## config.mk

```make
export PLATFORM = sky130hd
export DESIGN_NAME = key_actuator
export DESIGN_NICKNAME = d
export VERILOG_FILES = /design/src/rtl/key_actuator.sv
export SDC_FILE = /design/constraint.sdc
export NUM_CORES = 1
export LEC_CHECK = 0
export ABC_CLOCK_PERIOD_IN_PS = 7350
export CAP_MARGIN = 25
export CORE_MARGIN = 2
export CORE_UTILIZATION = 60
export CTS_CLUSTER_DIAMETER = 150
export DETAILED_ROUTE_END_ITERATION = 10
export GPL_TIMING_DRIVEN = 0
export PLACE_DENSITY = 0.83
export SLEW_MARGIN = 10
export SYNTH_ARGS = -nofsm -noshare
export SYNTH_HDL_FRONTEND = slang
export SYNTH_SLANG_ARGS = --single-unit
```

## constraint.sdc

```tcl
create_clock -name clk -period 7.35 [get_ports clk]
set_input_delay 1.47 -clock clk [delete_from_list [all_inputs] [get_ports clk]]
set_output_delay 1.47 -clock clk [all_outputs]
set_load 0.03 [all_outputs]
```

## src/rtl/key_actuator.sv

```systemverilog
// key_actuator: drives one solenoid per piano key from a stream of planned strikes.
// Each accepted note energises its key for note_dur ticks, then holds the key off
// for MIN_GAP ticks before it can be struck again. A single prescaler generates the
// tick shared by all channels; channels run independently, so chords are supported.
//
// Optional build macro: HOLD_LIMIT_EN clamps loaded durations to MAX_HOLD ticks and
// raises the sticky clamp_flag. When undefined, no comparator is built and
// clamp_flag is tied 0.
//
// Ports:
//   clk, rst_n   system clock, asynchronous active-low reset
//   note_valid   upstream offers a note this cycle
//   note_ready   combinational: offered key is out of range or its channel is idle
//   note_key     key index of the offered note
//   note_dur     press duration in ticks (0 = discard)
//   solenoid     per-key drive, 1 = energised (registered)
//   busy         any channel not idle (registered)
//   clamp_flag   sticky: a duration was clamped (HOLD_LIMIT_EN only)
module key_actuator #(
    parameter int unsigned NUM_KEYS = 8,
    parameter int unsigned KEY_W    = 3,
    parameter int unsigned DUR_W    = 16,
    parameter int unsigned TICK_DIV = 65000,
    parameter int unsigned MIN_GAP  = 20,
    parameter int unsigned MAX_HOLD = 2000
) (
    input  logic                clk,
    input  logic                rst_n,
    input  logic                note_valid,
    output logic                note_ready,
    input  logic [KEY_W-1:0]    note_key,
    input  logic [DUR_W-1:0]    note_dur,
    output logic [NUM_KEYS-1:0] solenoid,
    output logic                busy,
    output logic                clamp_flag
);

    localparam int unsigned PS_W = (TICK_DIV > 1) ? $clog2(TICK_DIV) : 1;

    localparam logic [1:0] ST_IDLE  = 2'd0;
    localparam logic [1:0] ST_PRESS = 2'd1;
    localparam logic [1:0] ST_GAP   = 2'd2;

    // Illegal parameter combinations elaborate this empty marker block.
    if (((2 ** KEY_W) < NUM_KEYS) || (TICK_DIV < 2) || (MIN_GAP < 1) || (MAX_HOLD < 1))
    begin : g_bad_params
    end

    logic [PS_W-1:0]                  ps_q, ps_d;
    logic                             tick_c;
    logic [NUM_KEYS-1:0][1:0]         state_q, state_d;
    logic [NUM_KEYS-1:0][DUR_W-1:0]   cnt_q, cnt_d;
    logic [NUM_KEYS-1:0]              sol_q, sol_d;
    logic                             busy_q, busy_d;
    logic                             hs_c;
    logic                             key_hit_c;
    logic [DUR_W-1:0]                 load_dur_c;

    // Free-running tick prescaler.
    always_comb begin
        tick_c = (ps_q == PS_W'(TICK_DIV - 1));
        ps_d   = tick_c ? '0 : ps_q + PS_W'(1);
    end

    // Ready decode: out-of-range keys are always accepted (and discarded).
    always_comb begin
        note_ready = 1'b1;
        key_hit_c  = 1'b0;
        for (int k = 0; k < int'(NUM_KEYS); k++) begin
            if (note_key == KEY_W'(k)) begin
                key_hit_c  = 1'b1;
                note_ready = (state_q[k] == ST_IDLE);
            end
        end
        hs_c = note_valid & note_ready;
    end

`ifdef HOLD_LIMIT_EN
    logic over_c;
    logic clamp_q, clamp_d;

    always_comb begin
        over_c     = (note_dur > DUR_W'(MAX_HOLD));
        load_dur_c = over_c ? DUR_W'(MAX_HOLD) : note_dur;
        clamp_d    = clamp_q | (hs_c & key_hit_c & over_c);
    end

    always_ff @(posedge clk or negedge rst_n) begin
        if (!rst_n) clamp_q <= 1'b0;
        else        clamp_q <= clamp_d;
    end

    assign clamp_flag = clamp_q;
`else
    assign load_dur_c = note_dur;
    assign clamp_flag = 1'b0;
`endif

    // Per-channel next state; counters only move on ticks and only while >= 1.
    always_comb begin
        state_d = state_q;
        cnt_d   = cnt_q;
        sol_d   = '0;
        busy_d  = 1'b0;
        for (int k = 0; k < int'(NUM_KEYS); k++) begin
            case (state_q[k])
                ST_IDLE: begin
                    if (hs_c && (note_key == KEY_W'(k)) && (load_dur_c != '0)) begin
                        state_d[k] = ST_PRESS;
                        cnt_d[k]   = load_dur_c;
                    end
                end
                ST_PRESS: begin
                    if (tick_c && (cnt_q[k] != '0)) begin
                        if (cnt_q[k] == DUR_W'(1)) begin
                            state_d[k] = ST_GAP;
                            cnt_d[k]   = DUR_W'(MIN_GAP);
                        end else begin
                            cnt_d[k] = cnt_q[k] - DUR_W'(1);
                        end
                    end
                end
                ST_GAP: begin
                    if (tick_c && (cnt_q[k] != '0)) begin
                        if (cnt_q[k] == DUR_W'(1)) begin
                            state_d[k] = ST_IDLE;
                            cnt_d[k]   = '0;
                        end else begin
                            cnt_d[k] = cnt_q[k] - DUR_W'(1);
                        end
                    end
                end
                default: begin
                    state_d[k] = ST_IDLE;
                    cnt_d[k]   = '0;
                end
            endcase
            sol_d[k] = (state_d[k] == ST_PRESS);
            busy_d   = busy_d | (state_d[k] != ST_IDLE);
        end
    end

    // State, counters and registered outputs; reset drops every solenoid at once.
    always_ff @(posedge clk or negedge rst_n) begin
        if (!rst_n) begin
            ps_q    <= '0;
            state_q <= '0;
            cnt_q   <= '0;
            sol_q   <= '0;
            busy_q  <= 1'b0;
        end else begin
            ps_q    <= ps_d;
            state_q <= state_d;
            cnt_q   <= cnt_d;
            sol_q   <= sol_d;
            busy_q  <= busy_d;
        end
    end

    assign solenoid = sol_q;
    assign busy     = busy_q;

endmodule

```

==> results of run 1 <==
[Yosys cell counts (5+ instances only)]
cell type	number	area share, %
a211oi_1	10	0.69
a21o_1	6	0.41
a21oi_1	105	4.8
a22o_1	13	1.0
a22oi_1	42	2.9
a31oi_1	11	0.63
a32oi_1	23	1.9
and2_1	12	0.69
and3_1	10	0.57
and4_1	5	0.40
buf_2	16	0.74
buf_4	6	0.41
clkbuf_1	60	2.1
dfrtp_1	169	39
ha_1	18	2.1
inv_1	40	1.4
mux2_1	6	0.62
mux2i_1	8	0.74
nand2_1	81	2.8
nand2b_1	18	1.0
nand3_1	31	1.4
nand4_1	8	0.46
nor2_1	127	4.4
nor2b_1	13	0.75
nor3_1	60	2.8
nor3b_1	10	0.69
nor4_1	23	1.3
nor4_2	6	0.69
o21a_1	7	0.48
o21ai_0	109	5.0
o21ai_1	58	2.7
o21bai_1	5	0.34
o221ai_1	6	0.48
o22ai_1	18	1.0
o2bb2ai_1	13	1.0
o31ai_1	16	1.1
or3_1	12	0.69
or4_1	10	0.69
xnor2_1	14	1.1
xor2_1	11	0.88
[placed cells by master (no fill, tap or decap), types with 7 or more instances in the layout]
cell	netlist	layout
dfrtp_1	169	169
nor2_1	127	127
o21ai_0	109	109
a21oi_1	105	105
nand2_1	81	81
nor3_1	60	60
clkbuf_1	60	60
o21ai_1	58	58
a22oi_1	42	42
inv_1	40	40
nand3_1	31	31
nor4_1	23	23
a32oi_1	23	23
nand2b_1	18	18
o22ai_1	18	18
ha_1	18	18
clkbuf_16	0	17
buf_2	16	16
o31ai_1	16	16
xnor2_1	14	14
nor2b_1	13	13
o2bb2ai_1	13	13
a22o_1	13	13
clkdlybuf4s50_1	0	13
and2_1	12	12
or3_1	12	12
xor2_1	11	11
a31oi_1	11	11
and3_1	10	10
or4_1	10	10
nor3b_1	10	10
a211oi_1	10	10
nand4_1	8	8
mux2i_1	8	8
o21a_1	7	7
[per-stage QoR]
step	hold slack, ns	instance area (um^2)
after global routing	0.4978	11920
final	0.4961	11920
after floorplan	0.4484	10890
after detailed placement	0.4796	11350
after global placement	0.4751	11310
after CTS	0.4949	11920
[cell families after synthesis]
logic type                 count (synthesis)
and+or+nand+nor                          458
muxes                                     14
buffers and inverters                    127
other                                      1
DFF                                      169
adders and majority gates                 20
AOI/OAI and AO/OA                        484
xor gates and xnor gates                  25
[layer usage]
metal,vias to the layer above,share of wire [%]
li1,4915,-
met1,5102,42
met2,614,43
met3,106,11
met4,0,4.5
met5,-,0
[flip-flops by register name, indices dropped and copies added, names as in the netlist]
signal / cells
busy: 1
state_q: 16
cnt_q: 128
solenoid: 8
ps_q: 16
[worst max-delay path by stage]
stage                     slack [ns]                endpoint         from  cells past startpoint
after detailed placement        2.09              note_ready  note_key[1]                      8
after floorplan                 3.04              note_ready  note_key[0]                      6
final                           2.02              note_ready  note_key[1]                      5
after global routing            1.97              note_ready  note_key[1]                      8
after global placement         -2.02  cnt_q[120]$_DFFE_PN0P_        rst_n                      1
after CTS                       2.09              note_ready  note_key[1]                      8
[final cells by class]
type	instances	area share (%)
plain buffers	87	3.224
clock buffers	17	3.570
clock inverters	15	1.197
inverters	40	1.260
multi-input cells	1002	51.40
flip-flops and latches	169	35.49
well taps	229	2.405
repair buffers	15	1.449
[power breakdown]
part           leakage (nW)  internal, mW  total (mW)  switching, mW
clock network         0.280         0.473       0.876          0.403
logic                  2.33         0.500        1.28          0.778
registers              2.07          1.19        1.48          0.289
total                  4.67          2.17        3.64           1.47
[worst register-to-register path, stage by stage, from the launching register on]
cell      delay [ns]
dfrtp_1         0.40
ha_1            0.25
nor4bb_1        0.43
nand4_1         0.43
buf_2           0.38
o31ai_1         0.58
o221ai_1        0.23
a211oi_1        0.25
nand3_1         0.11
==> impl_metrics.csv, run 1 <==
group,metric,value,unit
finish,diodes,0,
placed_design,dp_hpwl,20870,um
sta,clock_skew,0.01228,ns
die,die_area,19240,um^2
finish,final_nets,1372,
synth,synth-xor-area-share,2.011,%
clock_network,numCtsBuffers,17,
synth,ys_types,86,
placed_design,dpl_worst_slack,2.092,ns
clock_network,clock-sinks,169,
die,row_count,49,
clock_network,post_cts_resized,0,
min_path,hp-class,"flop to flop",
synth,avgSynthCellArea,8.388,um^2
synth,synth_top_family_by_area,"compound AO/OA/AOI/OAI gates",
synth,netlist_area,10890,um^2
sta,setup_viol,0,
synth,synth-main-ff-cell,"dfrtp_1",
flow_run,maxCapViolCount,0,
detailed_routing,drt_iter0_drc,1048,
detailed_routing,drc,0,
grt,grt_overflow,0,
setup_path,crit_fanout,10,
clock_network,root_buffer,"clkbuf_16",
die,dieWidth,138.7,um
detailed_routing,num_vias,10737,
setup_path,r2r-end,"busy$_DFF_PN0_",
finish,utilization,66.56,%
die,die_h,138.7,um
power_and_ir_drop,p_leak,4.672,nW
detailed_routing,dr.pass1.iters,7,
die,initial_core_util,60.82,%
die,ios,33,
setup_path,cp_data_arrival_time,3.86,ns
sta,slew_headroom,22.08,%
sta,final_hold_viol_count,0,
setup_path,cpLargestDelayFamily,"buffers and inverters",
power_and_ir_drop,ir_drop,0.1973,mV
synth,ys_warn_count,0,
synth,synthesis.nets,1338,
setup_path,crit_chain,"clkdlybuf4s50_1, clkbuf_1, nand3_1, o32ai_1, clkdlybuf4s50_1",
grt,met1_usage,44.42,%
finish,area_growth,9.435,%
sta,setup_slack,2.020,ns
synth,synth-compound-area-share,28.23,%
finish,final_cells,1574,
min_path,min_to,"cnt_q[102]$_DFFE_PN0P_",
setup_path,max_stage_delay,0.76,ns
setup_path,reg2reg_slack,4.17,ns
sta,drv_slew,0,
min_path,whs_path_depth,1,
status,status,"complete, no violations",
finish,fillers,1462,
sta,worst_pin_slew,1.169,ns
grt,grt_usage,31.93,%
synth,synth-seq-cells,169,
synth,async_reset_ff_share,100.0,%
clock_network,clk-insertion-delay-late,0.44,ns
setup_path,cpMaxStageDelayCell,"clkdlybuf4s50_1",
placed_design,io_buffers,14,
sta,period_share,72.51,%
sta,rsz0062_at_grt,"no",
clock_network,post_cts_buffers,0,
setup_path,rr_worst_depth,8,
finish,drive_gt1_share,6.245,%
clock_network,cts_hold_buf,0,
placed_design,dpl.cell_count,1542,
detailed_routing,wl_per_cell,19.79,um
synth,synth_mux_area_share,1.356,%
detailed_routing,ant_nets,0,
setup_path,r2r-start,"ps_q[0]$_DFF_PN0_",
grt,antenna_found_initial,0,
synth,yosys.area_share.simple,22.35,%
clock_network,cts.clk_slew.worst_paths,0.06,ns
grt,grt_pass1_wl,49600,um
clock_network,cts_tree,"done",
setup_path,cp_common_cell,"clkdlybuf4s50_1",
grt,grt_max_degree,103,
power_and_ir_drop,power,3.635,mW
sta,clock.fmax,0.1876,GHz
synth,synth_edf_count,0,
die,core_area,17900,um^2
synth,yosys.area_share.adder,2.264,%
power_and_ir_drop,pwr_density_cell,305.1,nW/um^2
clock_network,cts.path.max_buffers,2,
detailed_routing,totalWireLength,31150,um
synth,syn_inst,1298,
setup_path,worstSetupPathType,"input pin to primary output",
grt,use_met3,8.840,%
detailed_routing,via_per_inst,6.821,
setup_path,cp.required,5.88,ns
clock_network,h-tree-depth,4,
sta,finalCriticalPeriod,5.330,ns
grt,grt_pass1_vias,9664,
finish,multiInputGateArea,6125,um^2
setup_path,critical_path_buf_inv_count,3,
placed_design,routabilityCongestion,0.9483,
synth,ys_seq_area_share,38.84,%
grt,grtUsageMet2,46.35,%
finish,ff_latch_area,4229,um^2
sta,setup_tns,0,ns
min_path,hp-start,"cnt_q[102]$_DFFE_PN0P_",
grt,grt.busiest_layer,"met2",
setup_path,critPathLaunchType,"input pin",
setup_path,crit_path_end_kind,"primary output",
Power figures use the tool's default switching activity.
==> inputs of run 2 (changes only) <==
- ABC_CLOCK_PERIOD_IN_PS: 7350 -> 5400
- clock period: 7.35 -> 5.4 ns (I/O delays scaled with it)
==> results of run 2 <==
Same layout as run 1 (identical final DEF). Status: complete, no violations.
Main changes from that run: setup slack after placement 2.092 ns -> 0.9224 ns; setup slack after layout 2.020 ns -> 0.8505 ns; register-to-register setup slack 4.17 ns -> 2.22 ns; total power 3.635 mW -> 4.948 mW; worst IR drop on VDD 0.1973 mV -> 0.2685 mV
==> inputs of run 3 (changes only) <==
- ABC_CLOCK_PERIOD_IN_PS: 5400 -> 4100
- CORE_UTILIZATION: 60 -> 57
- clock period: 5.4 -> 4.1 ns (I/O delays scaled with it)
==> run 3 against run 2 <==
Clock skew grew 0.0034 ns; sequential power grew 32%; total power grew 36%; critical path depth grew 3; global-route usage grew 0.61 points; design area grew 0.59%; sequential share of layout area shrank 0.21 points; highest routed layer unchanged; die area grew 5.1%; setup slack lost 0.39 ns; non-clock buffer count is the same; utilization shrank 2.5 points.
==> impl_metrics.csv, run 3 (synthesis gave the netlist of run 1 again) <==
group,metric,value,unit
status,status,"complete, no violations",
min_path,hp-class,"input pin to async pin",
setup_path,cp_data_arrival_time,2.82,ns
grt,grt_usage,32.53,%
sta,final_hold_viol_count,0,
detailed_routing,dr.pass1.iters,5,
die,die_h,142.2,um
setup_path,critPathLaunchType,"input pin",
flow_run,maxCapViolCount,0,
detailed_routing,via_per_inst,6.852,
sta,setup_viol,0,
finish,reg_top3,"cnt_q x128, ps_q x16, state_q x16",
detailed_routing,wl_per_cell,20.40,um
setup_path,crit_end,"note_ready",
setup_path,cp.required,3.28,ns
sta,slew_headroom,26.16,%
setup_path,reg2reg_slack,0.99,ns
finish,final_common_cell,"dfrtp_1",
placed_design,io_buffers,14,
die,row_count,50,
die,die_area,20220,um^2
clock_network,numCtsBuffers,17,
clock_network,h-tree-depth,4,
clock_network,clk-insertion-delay-late,0.45,ns
die,ios,33,
sta,period_share,88.85,%
finish,drive_gt1_share,6.031,%
clock_network,clock-sinks,169,
placed_design,dp_hpwl,21060,um
grt,grt_max_degree,109,
setup_path,worstSetupPathType,"input pin to primary output",
detailed_routing,totalWireLength,32180,um
clock_network,cts.path.max_buffers,2,
grt,grt_pass1_vias,10069,
setup_path,rr_worst_depth,8,
power_and_ir_drop,p_leak,4.711,nW
power_and_ir_drop,pwr_density_cell,562.4,nW/um^2
setup_path,crit_path_end_kind,"primary output",
sta,rsz0062_at_grt,"no",
setup_path,crit_fanout,10,
finish,area_growth,10.08,%
sta,drv_slew,0,
power_and_ir_drop,ir_drop,0.3289,mV
setup_path,startpoint,"note_key[1]",
placed_design,routabilityCongestion,0.9488,
detailed_routing,num_vias,10805,
finish,diodes,0,
clock_network,cts.clk_slew.worst_paths,0.06,ns
die,initial_core_util,58.21,%
grt,antenna_found_initial,0,
finish,largest_register,"cnt_q",
die,dieWidth,142.2,um
sta,finalCriticalPeriod,3.643,ns
setup_path,r2r-end,"cnt_q[87]$_DFFE_PN0P_",
sta,worst_pin_slew,1.108,ns
die,core_area,18710,um^2
finish,largest_reg_flops,128,
sta,clock.fmax,0.2745,GHz
power_and_ir_drop,power,6.740,mW
detailed_routing,drc,0,
finish,final_cell_mix,"dfrtp_1, nor2_1, o21ai_0",
sta,setup_tns,0,ns
grt,grt_overflow,0,
clock_network,cts_tree,"done",
grt,grt_pass1_wl,52070,um
sta,clock_skew,0.01570,ns
clock_network,root_buffer,"clkbuf_16",
detailed_routing,ant_nets,0,
finish,final_nets,1372,
setup_path,r2r-start,"cnt_q[80]$_DFFE_PN0P_",
detailed_routing,drt_iter0_drc,1389,
==> run 3: layout make-up <==
cell class | count | area, um^2
timing repair buffer | 15 | 175.2
tap | 234 | 292.8
sequential | 169 | 4229
multi-input combinational | 1002 | 6125
clock buffer | 18 | 429.2
fill | 1512 | 6720
clock inverter | 12 | 200.2
inverter | 40 | 150.1
buffer | 87 | 384.1
==> run 3: how the worst min path moves through the flow <==
stage                            from                endpoint  slack (ns)  depth (start not counted)
2_1_floorplan  cnt_q[107]$_DFFE_PN0P_  cnt_q[107]$_DFFE_PN0P_        0.45                          1
3_3_place_gp   cnt_q[107]$_DFFE_PN0P_  cnt_q[107]$_DFFE_PN0P_        0.47                          1
3_5_place_dp   cnt_q[107]$_DFFE_PN0P_  cnt_q[107]$_DFFE_PN0P_        0.47                          1
4_1_cts                         rst_n   cnt_q[23]$_DFFE_PN0P_        0.33                          1
5_1_grt                         rst_n   cnt_q[23]$_DFFE_PN0P_        0.35                          1
6_report                        rst_n   cnt_q[23]$_DFFE_PN0P_        0.30                          1
==> run 3: critical path, cell delays in order <==
cell             delay, ns
clkdlybuf4s50_1       0.51
clkbuf_1              0.26
nor3_1                0.24
a21oi_1               0.06
a21oi_1               0.15
a22oi_1               0.10
o32ai_1               0.30
dlymetal6s2s_1        0.37
==> run 3: metrics by stage <==
| step | util, % | hold slack (ns) | setup WS, ns | cell area, um^2 | cells |
|---|---|---|---|---|---|
| floorplan | - | 0.4484 | 1.087 | 10890 | 1298 |
| global placement | 60.52 | 0.4748 | -4.692 | 11320 | 1546 |
| detailed placement | 60.70 | 0.4743 | 0.1508 | 11350 | 1547 |
| CTS | 64.06 | 0.3270 | 0.1497 | 11980 | 1577 |
| global route | 64.07 | 0.3457 | 0.4097 | 11990 | 1577 |
| finish | 64.07 | 0.2963 | 0.4571 | 11990 | 1577 |
==> run 3: metal layers <==
layer	GRT usage [%]	up-vias	share of wire [%]
li1	-	4931	-
met1	45.93	5161	42
met2	47.93	619	44
met3	7.201	94	11
met4	14.89	0	3.8
met5	0	-	0
==> run 3: timing repair <==
action,4_1_cts,5_1_grt
setup buffers,0,0
gates resized for setup,0,1
hold buffers,0,0
endpoints found under the setup margin,0,1
==> run 3: where the power goes <==
| part | total (mW) | internal (mW) | switching [mW] | leakage, nW |
|---|---|---|---|---|
| combinational | 2.33 | 0.897 | 1.43 | 2.34 |
| clock | 1.76 | 1.07 | 0.684 | 0.310 |
| sequential | 2.66 | 2.14 | 0.516 | 2.07 |
==> RTL change 1, RTL diff (flow settings as in run 1) <==
Build with the macro `HOLD_LIMIT_EN` defined.
--- a/src/rtl/key_actuator.sv
+++ b/src/rtl/key_actuator.sv
@@ -16,6 +16,8 @@
 //   solenoid     per-key drive, 1 = energised (registered)
 //   busy         any channel not idle (registered)
 //   clamp_flag   sticky: a duration was clamped (HOLD_LIMIT_EN only)
+`define HOLD_LIMIT_EN
+
 module key_actuator #(
     parameter int unsigned NUM_KEYS = 8,
     parameter int unsigned KEY_W    = 3,
Behaviour: not the same (Yosys sat finds a counterexample within 4 cycles, from zero or initial values and one cycle with rst_n low).
==> RTL change 1 against run 1 <==
Synthesized area rose by 0.22%. Worst setup slack got worse by 0.14 ns. Critical path depth did not move. Wire length fell by 2.0%. Non-clock buffer count rose by 12. Sequential cell count rose by 1. Design area rose by 2.5%. Die area rose by 0.21%. Critical path type unchanged. Critical endpoint unchanged. Highest routed layer unchanged.
Power is not compared: it rests on default switching activity, and its combinational part moved more than twofold at a synthesized area within 25%.
==> RTL change 1: results (changes against run 1) <==
* Worst Hold Class: flip-flop to flip-flop (unchanged)
* Aggregate global-route resource usage at 31.2% (was 31.9%)
* Clock transition at the registers of the reported paths at 0.06 ns (about the same)
* H-Tree Level Count at 4 (unchanged)
* Synth cell count leaders: 170 x dfrtp_1, 128 x nor2_1, 120 x o21ai_0, 79 x a21oi_1, 76 x nand2_1 (was 169 x dfrtp_1, 127 x nor2_1, 109 x o21ai_0, 105 x a21oi_1, 81 x nand2_1)
* Dpl hpwl at 21200 µm (was 20900 µm)
* Grt met2 use at 46.0% (was 46.4%)
* Met1 Track Usage GR at 44.5% (was 44.4%)
* Share of layout cells above drive strength 1 at 7.80% (was 6.25%)
* Clock Latency Late Sink at 0.43 ns
* Asr flop ratio synth at 100% (unchanged)
* Seq/Total Area, Yosys at 39.0% (was 38.8%)
* Top post-synthesis cells by area: dfrtp_1 39%, o21ai_0 5.5%, nor2_1 4.4% (was dfrtp_1 39%, o21ai_0 5.0%, a21oi_1 4.8%)
* Worst Path Max Fanout at 5 (was 10)
* Synth cell types at 84 (was 86)
* Routability cong. at 0.965 (was 0.948)
* Met3 Usage GRT at 7.39% (was 8.84%)
* Num CTS Buffers at 17 (unchanged)
* Slew HR at 39.2% (was 22.1%)
* Result of the run: finished clean (unchanged)
* Number of port buffers at 32 (was 14)
* Starting DRT DRC Count at 1340 (was 1048)
* Area after DPL at 11600 µm² (was 11300 µm²)
* Largest net degree at the start of global routing at 97 (was 103)
* First-pass GRT wire length at 49300 µm (was 49600 µm)
* Number of global-route vias before repair at 9791 (was 9664)
* Mapped Cells at 1277 (was 1298)
* VDD IR-drop max at 0.000178 V
* 1st-pass router iterations at 6 (was 7)
* Post-Layout Cell Count at 1576 (was 1574)
* Root Buffer: clkbuf_16 (unchanged)
* Critical path arrival at 4.00 ns (was 3.86 ns)
* Worst Hold Path Cells at 1 (unchanged)
* Vias per cell at 6.81 (was 6.82)
* Nets at 1372 (unchanged)
* Reg2reg path depth at 7 (was 8)
* Post-CTS setup buffers at 0 (unchanged)
* Final wirelength at 30500 µm (was 31100 µm)
* Main synth FF type: dfrtp_1 (unchanged)
* Routed Antenna Nets at 0 (unchanged)
* Initial antenna violation count at 0 (unchanged)
* Maximum clock path buffer count at 2 (unchanged)
* Largest regs: cnt_q (128), ps_q (16), state_q (16) (unchanged)
* Final setup skew at 0.0115 ns (was 0.0123 ns)
* Fillers at 1429 (was 1462)
* Post-CTS Resized at 0 (unchanged)
## RTL change 1: metrics by stage
stage | util (%) | power [mW] | setup slack, ns | hold WS (ns)
floorplan | - | 1.23 | 3.19 | 0.449
global placement | 64.3 | 1.31 | -2.22 | 0.450
detailed placement | 64.7 | 1.33 | 1.95 | 0.470
CTS | 68.2 | 2.27 | 1.95 | 0.484
global route | 68.2 | 2.35 | 1.80 | 0.506
finish | 68.2 | 2.27 | 1.88 | 0.470
## RTL change 1: final timing paths
check,slack (ns),from,end
max,1.88,note_key[0],note_ready
min,0.47,clamp_flag,clamp_flag
max reg2reg,3.63,ps_q[0],busy
min reg2reg,0.47,clamp_flag,clamp_flag
max in group asynchronous,5.45,rst_n,cnt_q[0]
min in group asynchronous,0.99,rst_n,ps_q[7]
## RTL change 1: power by group
group	leakage, nW	switching (mW)	internal [mW]	total (mW)
registers	1.98	0.0431	0.974	1.02
logic	2.44	0.174	0.127	0.301
clock network	0.296	0.394	0.556	0.951
total	4.72	0.611	1.66	2.27
## RTL change 1: kinds of logic after synthesis
group,synth area share (%)
simple gates,23.0
compound gates,27.0
flops,39.0
buf+inv,4.33
xor+xnor,2.33
mux,2.35
fa+ha+maj,2.05
## RTL change 1: cell type report
| type | count | share of cell area (%) |
|---|---|---|
| Buffer | 77 | 2.61 |
| Multi-Input combinational cell | 989 | 50.6 |
| Timing Repair Buffer | 37 | 3.21 |
| Tap cell | 229 | 2.35 |
| Clock inverter | 13 | 1.36 |
| Clock buffer | 19 | 3.71 |
| Inverter | 41 | 1.26 |
| Sequential cell | 170 | 34.8 |
| Antenna cell | 1 | 0.0205 |
## RTL change 1: routing by layer
| layer | up-vias | routed length [µm] |
|---|---|---|
| met1 | 5132 | 13100 |
| li1 | 4987 | - |
| met2 | 537 | 13600 |
| met5 | - | 0 |
| met3 | 84 | 2780 |
| met4 | 0 | 1030 |
## RTL change 1: worst max-delay path, cell delays in order
cell and delay, ns:
clkdlybuf4s50_1 0.59, nor4bb_1 0.55, nor4_1 0.14, o21ai_0 0.47, clkdlybuf4s50_1 0.77
==> RTL change 2, RTL diff (settings of run 1) <==
Without the edit above. Take the reset off `ps_q` and load it in a clocked block of its own.
--- a/src/rtl/key_actuator.sv
+++ b/src/rtl/key_actuator.sv
@@ -143,13 +143,11 @@
     // State, counters and registered outputs; reset drops every solenoid at once.
     always_ff @(posedge clk or negedge rst_n) begin
         if (!rst_n) begin
-            ps_q    <= '0;
             state_q <= '0;
             cnt_q   <= '0;
             sol_q   <= '0;
             busy_q  <= 1'b0;
         end else begin
-            ps_q    <= ps_d;
             state_q <= state_d;
             cnt_q   <= cnt_d;
             sol_q   <= sol_d;
@@ -157,6 +155,10 @@
         end
     end
 
+    always_ff @(posedge clk) begin
+        ps_q <= ps_d;
+    end
+
     assign solenoid = sol_q;
     assign busy     = busy_q;
 
Behaviour: no difference found for any inputs over 4 cycles, from zero or initial values and one cycle with rst_n low; that may be too few to reach the edited logic, so the function may still have changed.
==> RTL change 2 against run 1 <==
Maximum frequency increased by 4.5%. Non-clock buffer count is 11 higher. Clock skew shrank 0.00067 ns. Sequential cell count stayed put. Global-route usage grew 2.0 points. Worst setup slack gained 0.23 ns. Hold slack worse by 0.013 ns. Design area is 1.0% higher. Wire length grew 7.0%. Synthesized area rose by 0.75%. Largest cell class unchanged. Highest routed layer unchanged.
Power is not compared: it rests on default switching activity, and its combinational part moved more than twofold at a synthesized area within 25%.
==> RTL change 2: results (changes against run 1) <==
* Top post-synthesis cells by area: dfrtp_1 35%, o21ai_0 6.7%, a21oi_1 5.6% (was dfrtp_1 39%, o21ai_0 5.0%, a21oi_1 4.8%)
* Nets at 1401 (was 1372)
* Worst Path Max Fanout at 7 (was 10)
* Aggregate global-route resource usage at 34.0% (was 31.9%)
* Asr flop ratio synth at 90.5% (was 100%)
* Synth cell types at 80 (was 86)
* Reg2reg end: cnt_q[124] (was busy)
* Post-synthesis compound-gate area fraction at 29.6% (was 28.2%)
* Number of global-route vias before repair at 10100 (was 9664)
* Hold endpoint: ps_q[0] (was cnt_q[102])
* Number of port buffers at 15 (was 14)
* Final setup skew at 0.0116 ns (was 0.0123 ns)
* Routability cong. at 0.955 (was 0.948)
* Setup slack, reg-to-reg at 3.90 ns (was 4.17 ns)
* DP Cell Count at 1568 (was 1542)
* Post-Place Setup Slack at 2.30 ns (was 2.09 ns)
* Share of layout cells above drive strength 1 at 6.40% (was 6.25%)
* Critical path arrival at 3.63 ns (was 3.86 ns)
* 1st-pass router iterations at 6 (was 7)
* Mux cell area share after synthesis at 1.81% (was 1.36%)
* XOR/XNOR share of the synthesized area at 2.24% (was 2.01%)
* Post-CTS Resized at 0 (unchanged)
* Result of the run: finished clean (unchanged)
* Starting DRT DRC Count at 1460 (was 1048)
* CP Launch Point: note_key[2] (was note_key[1])
* Dpl hpwl at 22000 µm (was 20900 µm)
* Fillers at 1489 (was 1462)
* WL met1 at 13400 µm (was 13000 µm)
* Mapped Cells at 1323 (was 1298)
* Worst setup margin at 2.25 ns (was 2.02 ns)
* Final wirelength at 33300 µm (was 31100 µm)
* Area after DPL at 11400 µm² (was 11300 µm²)
* Wire length on met2 at 14600 µm (was 13300 µm)
* Largest net degree at the start of global routing at 98 (was 103)
* Final hold slack at 0.483 ns (was 0.496 ns)
* First-pass GRT wire length at 53000 µm (was 49600 µm)
* Seq/Total Area, Yosys at 37.8% (was 38.8%)
* Crit-path max cell delay at 0.73 ns (was 0.76 ns)
==> RTL change 2: changes by cell type after synthesis, sizes merged, moves of 11 or more <==
| cell | before | now |
|---|---|---|
| a21oi | 106 | 122 |
| dfxtp | 0 | 16 |
| o2bb2ai | 13 | 2 |
| o21ai | 167 | 189 |
| nor2 | 128 | 117 |
| nand2 | 81 | 59 |
| nand4 | 8 | 21 |
| dfrtp | 169 | 153 |
| a32oi | 23 | 37 |
==> RTL change 2: final cells by class <==
class | instances | area (µm²) | share of cell area [%]
timing repair buffer | 19 | 198 | 1.64
clock buffer | 27 | 547 | 4.54
sequential | 169 | 4150 | 34.5
antenna | 1 | 2.50 | 0.0208
buffer | 94 | 414 | 3.44
tap | 229 | 287 | 2.38
clock inverter | 5 | 31.3 | 0.260
multi-input combinational | 1011 | 6220 | 51.7
inverter | 49 | 184 | 1.53
==> RTL change 2: routing by layer <==
metal  GRT usage (%)  vias up
met5               0        -
met4            16.6        0
met3            7.85      118
met2            50.0      760
met1            47.4     5337
li1                -     5082
